--- src/rtl/tri_bus_arbiter.sv ---
// Purpose: round-robin owner selection for one shared tri-state net, with a turnaround gap and hold-limit preemption.
// Latency: oe rises on the edge after req is seen in IDLE or on the last gap cycle; it drops on the edge after release or expiry.
// Backpressure: none; req is a level that the requester holds until it is done, and oe is the only grant.
//
// Ports:
//   clk      rising-edge clock
//   rst_n    asynchronous active-low reset; clears oe immediately
//   req      per-requester level request
//   oe       one-hot-or-zero driver enable, registered
//   owner    index of current owner, valid while bus_busy=1
//   bus_busy 1 while any oe bit is set
//   preempt  one-cycle pulse when the owner is removed by hold-limit expiry
module tri_bus_arbiter #(
    parameter int N_REQ      = 4,
    parameter int TURNAROUND = 1,
    parameter int MAX_HOLD   = 16
) (
    input  logic                     clk,
    input  logic                     rst_n,
    input  logic [N_REQ-1:0]         req,
    output logic [N_REQ-1:0]         oe,
    output logic [$clog2(N_REQ)-1:0] owner,
    output logic                     bus_busy,
    output logic                     preempt
);

    localparam int OW = $clog2(N_REQ);
    // MAX_HOLD=0 means unlimited; the counter still needs one bit.
    localparam int HW = (MAX_HOLD > 0) ? $clog2(MAX_HOLD + 1) : 1;

    localparam logic [HW-1:0] HOLD_LAST = HW'((MAX_HOLD > 0) ? MAX_HOLD - 1 : 0);
    localparam logic [HW-1:0] HOLD_SAT  = {HW{1'b1}};
    localparam logic [3:0]    GAP_INIT  = 4'((TURNAROUND > 0) ? TURNAROUND - 1 : 0);
    localparam logic [OW-1:0] RR_INIT   = OW'(N_REQ - 1);

    typedef enum logic [1:0] {
        S_IDLE = 2'd0,
        S_OWN  = 2'd1,
        S_GAP  = 2'd2
    } state_t;

    state_t          state_q, state_d;
    logic [HW-1:0]   hold_cnt_q, hold_cnt_d;
    logic [3:0]      gap_cnt_q, gap_cnt_d;
    logic [OW-1:0]   rr_last_q, rr_last_d;
    logic [N_REQ-1:0] oe_d;
    logic [OW-1:0]   owner_d;
    logic            bus_busy_d;
    logic            preempt_d;

    // Round-robin pick: the lowest requester above rr_last wins; if none,
    // wrap to the lowest requester overall. Descending scan leaves the
    // lowest matching index in each candidate.
    logic            hi_found;
    logic [OW-1:0]   hi_idx;
    logic [OW-1:0]   lo_idx;
    logic            arb_found;
    logic [OW-1:0]   arb_idx;

    always_comb begin
        hi_found = 1'b0;
        hi_idx   = '0;
        lo_idx   = '0;
        for (int i = N_REQ - 1; i >= 0; i--) begin
            if (req[i]) begin
                lo_idx = OW'(i);
                if (i > int'(rr_last_q)) begin
                    hi_found = 1'b1;
                    hi_idx   = OW'(i);
                end
            end
        end
        arb_found = |req;
        arb_idx   = hi_found ? hi_idx : lo_idx;
    end

    logic grant;
    logic leave;

    always_comb begin
        state_d    = state_q;
        hold_cnt_d = hold_cnt_q;
        gap_cnt_d  = gap_cnt_q;
        rr_last_d  = rr_last_q;
        oe_d       = oe;
        owner_d    = owner;
        bus_busy_d = bus_busy;
        preempt_d  = 1'b0;
        grant      = 1'b0;
        leave      = 1'b0;

        case (state_q)
            S_IDLE: begin
                if (arb_found) begin
                    grant = 1'b1;
                end
            end

            S_OWN: begin
                if (hold_cnt_q != HOLD_SAT) begin
                    hold_cnt_d = hold_cnt_q + HW'(1);
                end
                // A release in the expiry cycle wins, so preempt stays low.
                if (!req[owner]) begin
                    leave = 1'b1;
                end else if ((MAX_HOLD > 0) && (hold_cnt_q == HOLD_LAST)) begin
                    leave     = 1'b1;
                    preempt_d = 1'b1;
                end
                if (leave) begin
                    if (TURNAROUND > 0) begin
                        state_d    = S_GAP;
                        gap_cnt_d  = GAP_INIT;
                        oe_d       = '0;
                        bus_busy_d = 1'b0;
                    end else if (arb_found) begin
                        // Zero turnaround: hand over on the same edge.
                        // rr_last equals the outgoing owner here, so a
                        // preempted owner still requesting is lowest priority.
                        grant = 1'b1;
                    end else begin
                        state_d    = S_IDLE;
                        oe_d       = '0;
                        bus_busy_d = 1'b0;
                    end
                end
            end

            S_GAP: begin
                if (gap_cnt_q == 4'd0) begin
                    if (arb_found) begin
                        grant = 1'b1;
                    end else begin
                        state_d = S_IDLE;
                    end
                end else begin
                    gap_cnt_d = gap_cnt_q - 4'd1;
                end
            end

            default: begin
                state_d    = S_IDLE;
                oe_d       = '0;
                bus_busy_d = 1'b0;
            end
        endcase

        if (grant) begin
            state_d       = S_OWN;
            oe_d          = '0;
            oe_d[arb_idx] = 1'b1;
            owner_d       = arb_idx;
            bus_busy_d    = 1'b1;
            hold_cnt_d    = '0;
            rr_last_d     = arb_idx;
        end
    end

    always_ff @(posedge clk or negedge rst_n) begin
        if (!rst_n) begin
            state_q    <= S_IDLE;
            hold_cnt_q <= '0;
            gap_cnt_q  <= '0;
            rr_last_q  <= RR_INIT;
            oe         <= '0;
            owner      <= '0;
            bus_busy   <= 1'b0;
            preempt    <= 1'b0;
        end else begin
            state_q    <= state_d;
            hold_cnt_q <= hold_cnt_d;
            gap_cnt_q  <= gap_cnt_d;
            rr_last_q  <= rr_last_d;
            oe         <= oe_d;
            owner      <= owner_d;
            bus_busy   <= bus_busy_d;
            preempt    <= preempt_d;
        end
    end

endmodule

--- config.mk ---
export PLATFORM = sky130hd
export DESIGN_NAME = tri_bus_arbiter
export DESIGN_NICKNAME = d
export VERILOG_FILES = /design/src/rtl/tri_bus_arbiter.sv
export SDC_FILE = /design/constraint.sdc
export NUM_CORES = 1
export LEC_CHECK = 0
export CORE_ASPECT_RATIO = 0.7
export CORE_UTILIZATION = 57
export DETAILED_ROUTE_END_ITERATION = 6
export PLACE_DENSITY = 0.82
export SETUP_SLACK_MARGIN = 0.05
export SKIP_CTS_REPAIR_TIMING = 1
export SYNTH_ARGS = -nofsm -noshare
export SYNTH_HDL_FRONTEND = slang
export SYNTH_SLANG_ARGS = --single-unit
--- constraint.sdc ---
create_clock -name clk -period 5.25 [get_ports clk]
set_input_delay 0.7875 -clock clk [delete_from_list [all_inputs] [get_ports clk]]
set_output_delay 0.7875 -clock clk [all_outputs]
set_load 0.01 [all_outputs]
==> impl_metrics.yaml <==
run_status:
  status: "finished clean"
die:
  die_y_um: 38.88
  dieArea_mm2: 0.002126
  num_io_pins: 14
  start_util_pct: 65.27
  die_w_um: 54.68
  core_area_mm2: 0.001697
  fp-row-count: 12
timing:
  rsz0062_at_grt: "false"
  timing.fmax_mhz: 429.4
  finalHoldViolCount: 0
  fin_crit_sh_pct: 44.36
  worstMarginPinSlew_ns: 0.8969
  period_minus_slack_ns: 2.329
  setup_viol: 0
  finalMaxSlewViolations: 0
  fin_hold_ws_ns: 0.5119
  tns_ns: 0
  clock-skew-final_ns: 0.004935
  max_slew_margin_pct: 40.02
logic_synthesis:
  synth_seq_cells: 21
  async_flop_share_pct: 100.0
  yosys.cell_types.count: 42
  syn_inst: 104
  syn_avg_cell_area_um2: 10.65
  synth_warnings: 0
  syn_nets: 115
  ys_seq_area_share_pct: 47.68
  netlist_area_mm2: 0.001107
  synth-edff-count: 0
  synth_flop_cell: "dfrtp_1"
critical_path:
  crit_fanout: 11
  arrival_ns: 2.53
  worstSetupEndpointType: "register"
  worstPathRequired_ns: 5.45
  path_class: "reg -> reg"
  setup.worst_path.start_class: "register"
clock_network:
  clk_latency_ns: 0.31
  cts_tree: "built"
  clk_pin_slew_ns: 0.12
  htreeDepth: 1
  cts_num_sinks: 21
  clockBufferDepth: 2
  cts_buffers: 3
  cts-root-buf: "clkbuf_4"
cells_and_area:
  drive_gt1_share_pct: 10.92
  nets: 131
  stdcell_area_mm2: 0.001275
  multi_input_area_um2: 545.5
  diodes: 0
  ff_latch_area_um2: 528.0
  fillers: 121
  area_delta_synth_final_pct: 15.14
global_route:
  grt_pass1_wl_um: 3498
  grt_pass1_vias: 806
  grtUsageTotal_pct: 24.38
  antenna_found_initial: 0
  grt_start_max_net_pins: 22
  grt_overflow: 0
route:
  dr.pass1.iters: 4
  drt_iter0_drc: 23
  vias_per_cell: 5.957
  wl_met3_um: 118
  vias: 834
  top_layer: "met4"
  wl_met2_um: 932
  antenna_left: 0
  wl_met1_um: 1025
  drc: 0
  wl_per_cell_um: 14.97
  drt_wl_total_um: 2096
pwr:
  power_mw: 0.6902
  p_leak_nw: 0.5638
  p_per_area_mw_per_mm2: 541.4
  ir_drop_mv: 0.4053
worst_hold_path:
  hold_class: "reg -> reg"
placement:
  dp_hpwl_um: 1619
  place_congestion: 0.7991
  post_dp_cell_area_mm2: 0.001245
  port_buffers: 13
flow_run:
  drv_cap: 0
cell usage after synthesis (3+ instances only):
library cell,count,area (um^2)
a21oi_1,3,15.01
dfrtp_1,19,475.5
ha_1,5,62.56
inv_1,4,15.01
mux2i_1,3,30.03
nand2_1,9,33.78
nand2b_1,4,25.02
nand3_1,3,15.01
nor2_1,7,26.28
nor2b_1,5,31.28
o21ai_0,3,15.01
xor2_1,4,35.03
layout make-up:
class                      instances  share of cell area [%]
clock buffer                       3                   1.766
clock inverter                     1                  0.5888
inverter                           4                   1.178
tap                               21                   2.061
sequential                        21                   41.41
timing repair buffer              13                   10.21
multi-input combinational         77                   42.79
path summary, 6_finish.rpt:
check / startpoint / slack (ns) / end / cells after the start
max in group asynchronous: rst_n / 3.74 / owner[1] / 1
worst max register to register: gap_cnt_q[0] / 2.92 / owner[0] / 5
min in group asynchronous: rst_n / 0.96 / gap_cnt_q[2] / 1
worst min-delay path: oe[2] / 0.51 / oe[2] / 1
worst min register to register: oe[2] / 0.51 / oe[2] / 1
worst max-delay path: gap_cnt_q[0] / 2.92 / owner[0] / 5
sequential cells by signal, indices dropped and copies added (netlist names):
name	cells
hold_cnt_q	5
bus_busy	1
state_q	2
rr_last_q	2
preempt	1
gap_cnt_q	4
oe	4
owner	2
layout by cell type, fill, tap and decap left out, types with 3 or more instances in the layout:
cell type / synthesis / routed
a21oi_1: 3 / 3
clkbuf_4: 0 / 3
clkdlybuf4s50_1: 0 / 13
dfrtp_1: 19 / 19
ha_1: 5 / 5
inv_1: 4 / 4
mux2i_1: 3 / 3
nand2_1: 9 / 9
nand2b_1: 4 / 4
nand3_1: 3 / 3
nor2_1: 7 / 7
nor2b_1: 5 / 5
o21ai_0: 3 / 3
xor2_1: 4 / 4
through the flow:
| stage | std cells | setup WS [ns] | util, % |
|---|---|---|---|
| detailed placement | 136 | 2.645 | 73.38 |
| global route | 140 | 2.777 | 75.15 |
| CTS | 140 | 2.941 | 75.15 |
| floorplan | 104 | 3.281 | - |
| finish | 140 | 2.921 | 75.15 |
| global placement | 136 | 2.717 | 73.38 |
cell families (layout without fill, tap and decap cells):
group | count (synthesis) | count (layout) | share of synthesized area (%)
AOI/OAI and AO/OA | 23 | 23 | 15.71
xor gates and xnor gates | 5 | 5 | 3.955
muxes | 5 | 5 | 4.746
buffers and inverters | 6 | 21 | 3.051
and+or+nand+nor | 39 | 39 | 19.21
DFF | 21 | 21 | 47.68
adders and majority gates | 5 | 5 | 5.650
power by group:
group / switching [mW] / total, mW / internal (mW)
sequential: 0.0587 / 0.284 / 0.225
clock: 0.0524 / 0.0815 / 0.0291
combinational: 0.166 / 0.325 / 0.159
total: 0.277 / 0.690 / 0.413
critical path, cell delays in order, from the launching register on:
cell	delay, ns
dfrtp_1	0.41
inv_1	0.12
ha_1	0.15
or3b_1	0.47
a211oi_2	0.68
mux2_1	0.39
routing by layer:
layer  vias up  track usage [%]
li1        399                -
met5         -                0
met3         4            8.235
met1       405            32.67
met2        26            36.75
met4         0            7.692
No activity file was read; power rests on OpenSTA's default activity.
